## config.mk

```make
export PLATFORM = sky130hd
export DESIGN_NAME = rr_mux_arbiter
export DESIGN_NICKNAME = d
export VERILOG_FILES = /design/src/rtl/rr_mux_arbiter.sv
export SDC_FILE = /design/constraint.sdc
export NUM_CORES = 1
export LEC_CHECK = 0
export BUFFER_PORTS_ARGS = -buffer_cell sky130_fd_sc_hd__buf_2
export CAP_MARGIN = 20
export CORE_MARGIN = 2
export CORE_UTILIZATION = 30
export CTS_CLUSTER_SIZE = 28
export DETAILED_ROUTE_END_ITERATION = 6
export PLACE_DENSITY = 0.62
export SLEW_MARGIN = 20
export SYNTH_ARGS = -nofsm -noshare
export SYNTH_HDL_FRONTEND = slang
export SYNTH_SLANG_ARGS = --single-unit
```

## constraint.sdc

```tcl
create_clock -name clk -period 2.1 [get_ports clk]
set_input_delay 0.21 -clock clk [delete_from_list [all_inputs] [get_ports clk]]
set_output_delay 0.21 -clock clk [all_outputs]
set_load 0.05 [all_outputs]
```

## src/rtl/rr_mux_arbiter.sv

```systemverilog
// rr_mux_arbiter: round-robin 4:1 burst arbiter with a one-entry output stage.
// Define ARB_STATS_EN to add saturating per-requester grant counters.
module rr_mux_arbiter #(
   parameter int DATA_W    = 24,
   parameter int MAX_BURST = 8
) (
   input  logic              clk,
   input  logic              rst_n,
   input  logic [3:0]        req_valid,
   input  logic [3:0]        req_last,
   input  logic [DATA_W-1:0] req_data0,
   input  logic [DATA_W-1:0] req_data1,
   input  logic [DATA_W-1:0] req_data2,
   input  logic [DATA_W-1:0] req_data3,
   output logic [3:0]        req_ready,
   output logic [1:0]        grant_sel,
   output logic              grant_active,
   output logic              out_valid,
   output logic [DATA_W-1:0] out_data,
   output logic              out_last,
   input  logic              out_ready
`ifdef ARB_STATS_EN
   ,
   output logic [15:0]       burst_cnt0,
   output logic [15:0]       burst_cnt1,
   output logic [15:0]       burst_cnt2,
   output logic [15:0]       burst_cnt3
`endif
);

   localparam int CNT_W = $clog2(MAX_BURST + 1);
   localparam logic [CNT_W-1:0] CAP_LAST = CNT_W'(MAX_BURST - 1);

   typedef enum logic {
      S_IDLE,
      S_BUSY
   } state_t;

   state_t            r_state;
   state_t            w_state_nx;
   logic [1:0]        r_grant_sel;
   logic [1:0]        r_last_grant;
   logic [1:0]        w_pick;
   logic [CNT_W-1:0]  r_cnt;
   logic              r_out_valid;
   logic              r_out_last;
   logic [DATA_W-1:0] r_out_data;
   logic [DATA_W-1:0] w_sel_data;
   logic              w_busy;
   logic              w_out_free;
   logic              w_sel_valid;
   logic              w_sel_last;
   logic              w_xfer;
   logic              w_start;
   logic              w_release;
   logic [3:0]        w_ready;

   assign w_busy      = (r_state == S_BUSY);
   assign w_out_free  = !r_out_valid || out_ready;
   assign w_sel_valid = req_valid[r_grant_sel];
   assign w_sel_last  = req_last[r_grant_sel];
   assign w_ready     = (w_busy && w_out_free) ? (4'b0001 << r_grant_sel) : 4'b0000;
   assign w_xfer      = w_busy && w_out_free && w_sel_valid;

   assign req_ready    = w_ready;
   assign grant_sel    = r_grant_sel;
   assign grant_active = w_busy;
   assign out_valid    = r_out_valid;
   assign out_data     = r_out_data;
   assign out_last     = r_out_last;

   // Round-robin pick: first valid requester after the last grantee
   always_comb begin
      w_pick = r_last_grant;
      for (int k = 4; k >= 1; k--) begin
         if (req_valid[r_last_grant + 2'(k)]) begin
            w_pick = r_last_grant + 2'(k);
         end
      end
   end

   // Shared word mux steered by the current grant
   always_comb begin
      w_sel_data = req_data0;
      unique case (r_grant_sel)
         2'd0: w_sel_data = req_data0;
         2'd1: w_sel_data = req_data1;
         2'd2: w_sel_data = req_data2;
         2'd3: w_sel_data = req_data3;
      endcase
   end

   // Next-state: grant from IDLE, release on last beat or burst cap
   always_comb begin
      w_state_nx = r_state;
      w_start    = 1'b0;
      w_release  = 1'b0;
      unique case (r_state)
         S_IDLE: begin
            if (|req_valid) begin
               w_start    = 1'b1;
               w_state_nx = S_BUSY;
            end
         end
         S_BUSY: begin
            if (w_xfer && (w_sel_last || (r_cnt == CAP_LAST))) begin
               w_release  = 1'b1;
               w_state_nx = S_IDLE;
            end
         end
      endcase
   end

   // State register
   always_ff @(posedge clk or negedge rst_n) begin
      if (!rst_n) begin
         r_state <= S_IDLE;
      end else begin
         r_state <= w_state_nx;
      end
   end

   // Grant bookkeeping; last_grant=3 makes requester 0 first after reset
   always_ff @(posedge clk or negedge rst_n) begin
      if (!rst_n) begin
         r_grant_sel  <= 2'd0;
         r_last_grant <= 2'd3;
      end else if (w_start) begin
         r_grant_sel  <= w_pick;
         r_last_grant <= w_pick;
      end
   end

   // Beats moved in the current burst
   always_ff @(posedge clk or negedge rst_n) begin
      if (!rst_n) begin
         r_cnt <= '0;
      end else if (w_start) begin
         r_cnt <= '0;
      end else if (w_xfer && !w_release) begin
         r_cnt <= r_cnt + CNT_W'(1);
      end
   end

   // One-entry output stage; data and last hold until replaced
   always_ff @(posedge clk or negedge rst_n) begin
      if (!rst_n) begin
         r_out_valid <= 1'b0;
         r_out_data  <= '0;
         r_out_last  <= 1'b0;
      end else if (w_xfer) begin
         r_out_valid <= 1'b1;
         r_out_data  <= w_sel_data;
         r_out_last  <= w_sel_last;
      end else if (r_out_valid && out_ready) begin
         r_out_valid <= 1'b0;
      end
   end

`ifdef ARB_STATS_EN
   logic [15:0] r_burst_cnt [4];

   // Grants per requester, saturating at all-ones
   always_ff @(posedge clk or negedge rst_n) begin
      if (!rst_n) begin
         for (int i = 0; i < 4; i++) begin
            r_burst_cnt[i] <= '0;
         end
      end else if (w_start && (r_burst_cnt[w_pick] != 16'hFFFF)) begin
         r_burst_cnt[w_pick] <= r_burst_cnt[w_pick] + 16'd1;
      end
   end

   assign burst_cnt0 = r_burst_cnt[0];
   assign burst_cnt1 = r_burst_cnt[1];
   assign burst_cnt2 = r_burst_cnt[2];
   assign burst_cnt3 = r_burst_cnt[3];
`endif

endmodule

```

==> results, run 1 <==
- The run finished with clean final reports.
- Global routing consumed, on the met3 layer, 2.922% of the routing resources.
- The port buffer count is 139.
- The worst hold path terminates at r_last_grant[0]$_DFFE_PN1P_.
- The I/O pin count is 140.
- OpenSTA, run right after detailed placement, puts the worst setup slack at 351.4 ps.
- In this run, the combinational gates consume 63.5% of the power.
- The fraction of layout instances using a drive strength above 1 is 67.23%.
- The number of DRC markers after the initial detailed-route iteration is 56.
- The category of cells accounting for the largest share of critical-path delay is multiplexers.
- The type of element launching the critical path is a register.
- The total routed wirelength is 5635 um.
- TritonCTS built the clock tree.
- The post-synthesis sequential element count is 35.
- In the final routed layout, each cell accounts on average for 14.27 um.
- The netlist uses 35 different library cells.
- Counting both buffers and inverters, the worst setup path holds a total of 1.
- The global placement routability congestion is 0.7989.
- Data on the critical path arrives at its endpoint at 1920 ps.
- The standby leakage power is 1.545 nW.
- After detailed routing, the number of remaining DRC violations is 0.
- Setup slack on the worst reg-to-reg path comes out at 340 ps.
- The total number of vias is 1891.
- Setup repair after global routing left no endpoint under its margin.
- Power comes to 5.142 mW.
- The cell area that synthesis handed to floorplanning was 2242 um^2.
- Measured along the y axis, the die boundary spans 90.45 um.
- For this run, the post-layout net count is 403.
- After synthesis, flip-flops and latches occupy 39.17% of the total area.
- The total setup buffers inserted after CTS is 0.
- Among all stages on the critical path, the largest delay is contributed by sky130_fd_sc_hd__mux4_2.
- The mean instance size in the synthesized netlist is 14.95 um^2.
- The remaining max-slew budget at the tightest pin is 64.57%.
- The worst path required time is 2260 ps.
- For this configuration, the core starts out at a cell density of 30.91%.
- The startpoint identified for the worst register-to-register timing path is grant_sel[1]$_DFFE_PN0P_.
- The number of buffers created by CTS is 5.
- From synthesis to final layout, the design area changed by 40.85%.
- The final-report hold violation count is 0.
- The detailed placement HPWL is 4443 um.
- The min-delay analysis places its worst path in the category in -> reg.
- The overall die area is 8181 um^2.
- Once detail routing completed, the nets flagged for antenna violations numbered 0.
- The biggest cell delay along the critical path is 540 ps.
- The floorplan has 31 rows.
- Walking the worst path, the cells encountered are mux4_2 -> nand3_2 -> buf_4 -> mux2_2.
- Global routing consumed, over all layers together, 14.39% of the routing resources.
- During synthesis, Yosys emitted a total of 0 warnings.
- For this design the ratio of total power to cell area is 1628 nW/um^2.
- Along the worst hold path, the cell count comes to 3.
- The longest clock path from root to sink contains 2 buffers.
- Internal power comes to 2.673 mW.
- The chip width is 90.45 um.
- In this run the most used layer during global routing was met2.
- After global routing the overflow that remains totals 0.
- The classification of the worst setup path is reg -> reg.
- Clock-pin slew was measured on the worst setup and hold paths at 80 ps.
- The worst-case clock skew is 10.29 ps.
- The capture point of the worst reg-to-reg path is out_data[8]$_DFFE_PN0P_.
- For this run, the share of the core covered by cells in the final layout is 43.54%.
- In the post-synthesis netlist, the biggest area contributors are sky130_fd_sc_hd__dfrtp_1, sky130_fd_sc_hd__mux4_1, sky130_fd_sc_hd__mux2_2.
- The smallest clock period supported by the final layout is computed as 1759 ps.
- The final period utilization is 83.78%.
- The type of destination of the critical path is a register.
- The worst hold path begins at req_valid[0].
- The number of antenna violations at the first check in global routing was 0.
- Summed over all instances, the cell type with the most area after synthesis is sky130_fd_sc_hd__dfrtp_1.
- In the routed layout, each cell is associated on average with a via count of 4.787.
- The H-tree generated during clock tree synthesis spans 2 levels.
- The cell at the root of the clock tree is sky130_fd_sc_hd__clkbuf_8.
- Across the VDD grid, the largest voltage drop is 0.6880 mV.
- The clock network accounts for 12.4% of the total power.
- The antenna cell count is 0.
- The max-slew violation total from the final report is 0.
- Setup violations remaining at the end of the flow were counted as 0.
- The TritonCTS sink count is 35.
- The pre-antenna-repair detailed-routing pass consisted of 4 iterations.
- In the global route stage, met1 resource usage came out at 15.59%.
- The number of violations of the max-capacitance limit is 0.
- The floorplan step defined a core boundary enclosing 7253 um^2.
- In the synthesized netlist the async set-or-reset flop fraction comes to 100.0%.
- When the netlist entered floorplanning its net count stood at 258.
- The maximum number of pins on one net before global-route repair is 23.
- At the later pin of the worst-skew pair, clock insertion delay measures 290 ps.
- The reported net switching power is 2.469 mW.
- Once routing completed, OpenROAD measured the worst setup slack at 340.7 ps.
- The number of cells on the worst reg-to-reg path is 4.
- The number of synthesized flops with an enable pin is 0.
- The top cell type by area accounts for 36.83% of the synthesized area.
- The net switching share of the total power is 48.02%.
- The maximum achievable frequency is 568.4 MHz.
- For this run, global-route usage on met2 was measured as 27.44%.
- The sequential share of power is 24.1%.
- The largest fanout of any net on the critical path is 15.
- Synthesis handed over a netlist of 150 instances.
- The first global-routing pass estimated 9397 um of wire.
- The via count of the first global-routing pass was 2036.
- The most frequently used flop master after synthesis is sky130_fd_sc_hd__dfrtp_1.
- For the pin with the worst max-slew slack, the measured transition is 531.5 ps.
state kept, by name, indices dropped and copies added, names as in the netlist:
signal,cells
out_data,24
r_cnt,4
grant_sel,2
r_last_grant,2
grant_active,1
out_last,1
out_valid,1
cells in the final DEF (no fill, tap or decap), types with 2 or more instances in the layout:
cell / instances
sky130_fd_sc_hd__buf_2: 139
sky130_fd_sc_hd__nand3_1: 3
sky130_fd_sc_hd__mux4_2: 10
sky130_fd_sc_hd__nand2b_1: 2
sky130_fd_sc_hd__dfstp_2: 2
sky130_fd_sc_hd__o41ai_1: 2
sky130_fd_sc_hd__nor3_2: 3
sky130_fd_sc_hd__clkbuf_8: 6
sky130_fd_sc_hd__nand2_1: 13
sky130_fd_sc_hd__mux4_1: 16
sky130_fd_sc_hd__inv_1: 5
sky130_fd_sc_hd__nor2_1: 5
sky130_fd_sc_hd__nor2b_1: 2
sky130_fd_sc_hd__mux2i_1: 3
sky130_fd_sc_hd__dfrtp_1: 32
sky130_fd_sc_hd__buf_4: 7
sky130_fd_sc_hd__mux2_2: 25
cell type report:
class                           instances  area (um^2)
Tap cell                               99        123.9
Timing Repair Buffer                  147        758.2
Clock buffer                            6        82.58
Clock inverter                          2        35.03
Multi-Input combinational cell        101         1260
Inverter                                5        18.77
Fill cell                             701         4095
Sequential cell                        35        879.6
logic make-up (layout without fill, tap and decap cells):
family	after synthesis	after routing	synth area share, %
muxes	54	54	42.69
DFF	35	35	39.17
and+or+nand+nor	34	34	7.590
buffers and inverters	14	160	5.078
AOI/OAI and AO/OA	12	12	4.911
adders and majority gates	1	1	0.5579
Yosys cell counts, types with 2 or more instances:
| master | count |
|---|---|
| sky130_fd_sc_hd__dfrtp_1 | 33 |
| sky130_fd_sc_hd__mux2_2 | 25 |
| sky130_fd_sc_hd__mux4_1 | 16 |
| sky130_fd_sc_hd__nand2_1 | 13 |
| sky130_fd_sc_hd__mux4_2 | 10 |
| sky130_fd_sc_hd__buf_6 | 7 |
| sky130_fd_sc_hd__inv_1 | 5 |
| sky130_fd_sc_hd__nor2_1 | 5 |
| sky130_fd_sc_hd__mux2i_1 | 3 |
| sky130_fd_sc_hd__nand3_1 | 3 |
| sky130_fd_sc_hd__dfstp_2 | 2 |
| sky130_fd_sc_hd__nand2b_1 | 2 |
| sky130_fd_sc_hd__nor2b_1 | 2 |
| sky130_fd_sc_hd__nor3_1 | 2 |
| sky130_fd_sc_hd__o41ai_1 | 2 |
tightest hold or removal path, stage by stage:
cell and delay (ps):
sky130_fd_sc_hd__buf_2 130, sky130_fd_sc_hd__and3_1 170, sky130_fd_sc_hd__o41ai_1 60
stage by stage:
stage,TNS (ps),std cells,hold slack (ps),instance area [um^2]
final,0,395,293.9,3158
after global routing,0,395,314.5,3158
after CTS,0,395,274.1,3158
after detailed placement,0,386,223.6,3030
after global placement,0,386,205.8,3030
after floorplan,-289.0,150,-85.59,2252
what timing repair did:
| item | in CTS | in global routing |
|---|---|---|
| endpoints found under the hold margin | 19 | 0 |
| resized for setup | 0 | 0 |
| hold buffers | 1 | 0 |
routing by layer:
layer / part of all wire (%) / vias up
li1: - / 889
met1: 38 / 916
met2: 54 / 81
met3: 6.2 / 5
met4: 1.3 / 0
met5: 0 / -
power by group through the flow:
stage / combinational, mW / clock (mW) / sequential (mW)
floorplan: 1.66 / 0 / 2.24
global placement: 3.24 / 0 / 1.24
detailed placement: 3.32 / 0 / 1.25
CTS: 3.32 / 0.658 / 1.24
global route: 3.48 / 0.685 / 1.30
finish: 3.27 / 0.637 / 1.24
worst max-delay path by stage:
stage	from	end	slack, ps	depth (start not counted)
after global placement	grant_sel[1]$_DFFE_PN0P_	out_data[21]$_DFFE_PN0P_	390	4
after detailed placement	grant_sel[1]$_DFFE_PN0P_	out_data[10]$_DFFE_PN0P_	350	4
final	grant_sel[1]$_DFFE_PN0P_	out_data[8]$_DFFE_PN0P_	340	4
after global routing	grant_sel[0]$_DFFE_PN0P_	req_ready[1]	240	4
after CTS	grant_sel[0]$_DFFE_PN0P_	req_ready[1]	330	4
after floorplan	grant_sel[1]$_DFFE_PN0P_	req_ready[2]	-140	4
(Power assumes the default switching activity.)
==> run 2: changes to the inputs <==
ABC_AREA = 1   (was not set)
clock period = 1.7 ns   (was 2.1 ns; I/O delays follow)
==> run 2 against run 1 <==
Compared with the run above: combinational power up 32%; critical path type is now reg -> out; largest cell class unchanged; non-clock buffer count up 3; cell count up 42%; register-to-register slack worse by 160 ps; utilization up 1.9 points; die area down 4.8%; via count up 37%; largest power group unchanged; critical path depth up 1; global-route usage up 3.4 points; design area down 1.7%; clock skew down 4.7 ps.
==> results, run 2 <==
- The run finished with clean final reports.
- The number of synthesis warnings is 0.
- The TritonCTS clock tree is yes.
- The number of vias per cell after detailed routing is 4.639.
- The maximum achievable frequency is 623.9 MHz.
- Per report_power, the clock group accounts for 8.9% of the total.
- The sequential element share of the synthesized area is 41.22%.
- The largest individual stage delay along the critical path comes from the cell sky130_fd_sc_hd__dfrtp_2.
- The number of buffers created by CTS is 5.
- In this run the power density over the cells is 2065 nW/um^2.
- Clock-pin slew was measured on the worst setup and hold paths at 60 ps.
- In this run switching power makes up 55.89% of total power.
- The launch point of the critical path is grant_sel[1]$_DFFE_PN0P_.
- The number of antenna violations at the first check in global routing is 0.
- Counting flops with a built-in enable in the synthesized netlist gives 0.
- With fillers left out, the area of the finished cells amounts to 3104 um^2.
- The worst hold path depth is 2.
- The register with the most flip-flops in the layout has 24 of them.
- The slew of the pin with the lowest slew margin is 442.4 ps.
- Summing all placed instances gives a cell area of 2992 um^2.
- Compared with the post-synthesis result, the final layout area differs by 45.68%.
- Summed over all cells, the static leakage comes to 1.719 nW.
- The area share of the largest cell type after synthesis is 38.76%.
- The die is 88.28 um tall.
- In this run, the combinational gates consume 67.5% of the power.
- The most frequently used flop master after synthesis is sky130_fd_sc_hd__dfrtp_1.
- The number of DRC markers after the initial detailed-route iteration is 144.
- By instance count, the leading cell after synthesis is sky130_fd_sc_hd__nand2_1.
- The share of async-settable or async-resettable flops after synthesis is 100.0%.
- In the layout the commonest cells are sky130_fd_sc_hd__buf_2, sky130_fd_sc_hd__nand2_1, sky130_fd_sc_hd__nand3_1, sky130_fd_sc_hd__dfrtp_1.
- The insertion delay of the later-clocked pin in the worst-skew pair is 280 ps.
- STA classifies the critical path endpoint as an output pin.
- In this run the number of H-tree levels came out at 2.
- Along the worst path, the maximum fanout reaches 13.
- The maximum clock path buffer count is 2.
- STA puts the critical path data required time at 1530 ps.
- The worst-case clock skew is 5.541 ps.
- By count the netlist is led by sky130_fd_sc_hd__nand2_1, sky130_fd_sc_hd__nand3_1, sky130_fd_sc_hd__dfrtp_1, sky130_fd_sc_hd__a21oi_1, sky130_fd_sc_hd__o21ai_1.
- The worst setup path is launched from a register.
- Setup repair after global routing could not meet its margin everywhere.
- For this design, the sink count on the clock tree is 35.
- After detailed routing, the average wire length per cell comes to 12.46 um.
- Before antenna repair, the detailed router went through 4 iterations.
- The routed design could run at a clock period as short as 1603 ps.
- In the post-synthesis netlist, the biggest area contributors are sky130_fd_sc_hd__dfrtp_1, sky130_fd_sc_hd__nand2_1, sky130_fd_sc_hd__nand3_1.
- The instance count after placement with tap cells included is 550.
- The cell type with the highest occurrence count on the critical path is sky130_fd_sc_hd__nor2_4.
- The critical path goes through nor2_4 -> buf_6 -> inv_1 -> nor2_4 -> buf_4.
- The post-synthesis sequential element count is 35.
- The total setup violations reported at the end of the flow is 0.
- The largest single stage delay on the critical path is 460 ps.
- The final layout contains routed wiring with a total length of 6967 um.
- The utilization of the core after routing is 45.44%.
- The internal portion of the total power is 2.827 mW.
- The final setup slack of the worst path is 97.23 ps.
- For the worst setup path, the data arrival time is 1430 ps.
- The overall die area is 7792 um^2.
- The antenna violation net count after detailed routing is 0.
- The most common cell after layout, fill and taps aside is sky130_fd_sc_hd__buf_2.
- The core region is 6832 um^2.
- The mapped netlist covers 2131 um^2.
- The number of violations of the max-capacitance limit is 0.
- Counting distinct cell types in the post-synthesis netlist gives 20.
- The global-route usage over all layers is 17.80%.
- The effective utilization at floorplan is 31.19%.
- The max-slew violation total from the final report is 0.
- The cell at the root of the clock tree is sky130_fd_sc_hd__clkbuf_8.
- The source of the worst hold timing path is out_ready.
- The final period utilization is 94.28%.
- The final global-route overflow total is 0.
- The number of nets in the synthesized netlist is 428.
- The final layout contains 570 nets.
- The power after layout is 6.409 mW.
- The worst pin sits at a relative slew slack of 70.50%.
- The global placement routability congestion is 0.7439.
- The highest ir drop seen on vdd is 0.7314 mV.
- Across all layers, the routed design uses 2593 vias.
- The number of instances in the synthesized netlist is 320.
- The largest area contributor in the synthesized netlist is sky130_fd_sc_hd__dfrtp_1.
- Summed over all nets, the switching power comes to 3.582 mW.
- The final-report hold violation count came to 0.
- The worst register-to-register path begins at r_last_grant[0]$_DFFE_PN1P_.
- Pin placement for this block handled 140 I/O pins.
- The wire-length estimate of the detail-placed layout is 5443 um.
- Measured along the x axis, the die boundary spans 88.28 um.
- The maximum number of pins on one net before global-route repair is 36.
- The via count of the first global-routing pass is 2372.
- The worst register-to-register path has a depth of 8.
- The number of placement rows is 30.
- The first global-routing pass estimated 10920 um of wire.
- The count of non-filler cells in the finished layout is 559.
- In the routed design, unresolved DRC markers number 0.
- Cells with a size suffix above 1 make up 36.29% of the layout.
- The tightest min-delay check is of the in -> reg type.
- The antenna cell count is 0.
- The sequential share of power is 23.6%.
- The classification of the worst setup path is reg -> out.
- The mean instance size in the synthesized netlist is 6.659 um^2.
- The pre-CTS setup slack is 123.3 ps.
- The count of buffers added on input and output ports is 139.
==> run 2: worst max-delay path, delay by kind of cell (launching register included) <==
kind	cells	cell delay (ps)
buf+inv	3	440
simple gates	2	240
flops	1	460
==> run 2: logic make-up (layout without fill, tap and decap cells) <==
family,after synthesis,count (layout),share of synthesized area [%]
DFF,35,35,41.22
xor gates and xnor gates,3,3,1.233
and+or+nand+nor,188,188,36.11
buffers and inverters,34,177,6.635
adders and majority gates,1,1,0.5871
AOI/OAI and AO/OA,59,59,14.21
==> run 2: layer usage <==
metal,vias up,global-route usage [%],share of wire [%]
met1,1163,22.92,42
met3,9,3.825,7.3
li1,1320,-,-
met5,-,0,0
met4,0,4.683,1.3
met2,101,30.42,50
==> run 2: repair_timing <==
| item | 4_1_cts | 5_1_grt |
|---|---|---|
| setup endpoints to repair | 1 | 5 |
| setup buffers | 0 | 0 |
| gates resized for setup | 2 | 5 |
| endpoints found under the hold margin | 33 | 0 |
| hold buffers | 1 | 0 |
| gates cloned | 0 | 0 |
==> run 2: path summary, 6_finish.rpt <==
| kind | end | slack (ps) |
|---|---|---|
| setup / recovery | req_ready[0] | 100 |
| min in group asynchronous | out_data[12]$_DFFE_PN0P_ | 450 |
| setup reg to reg | grant_sel[0]$_DFFE_PN0P_ | 180 |
| hold / removal | out_valid$_DFFE_PN0P_ | 90 |
| max in group asynchronous | r_last_grant[1]$_DFFE_PN1P_ | 900 |
| hold reg to reg | out_data[14]$_DFFE_PN0P_ | 480 |
==> run 2: power groups by stage <==
stage               clock network (mW)  registers, mW  logic [mW]
global route                     0.629           1.55        4.78
floorplan                            0           2.54        2.07
finish                           0.569           1.51        4.33
global placement                     0           1.49        4.26
detailed placement                   0           1.50        4.33
CTS                              0.597           1.49        4.36
==> run 2: layout make-up <==
class                      count  area [um^2]
sequential                    35        880.8
clock buffer                   8        80.08
timing repair buffer         150        812.0
multi-input combinational    251         1140
tap                           96        120.1
inverter                      19        71.32
fill                         737         3727
==> run 2: per-stage QoR <==
stage / TNS [ps] / hold slack [ps]
detailed placement: 0 / 249.9
finish: 0 / 85.25
floorplan: -976.0 / -125.6
global route: -2.253 / 82.41
CTS: 0 / 82.11
global placement: 0 / 239.8
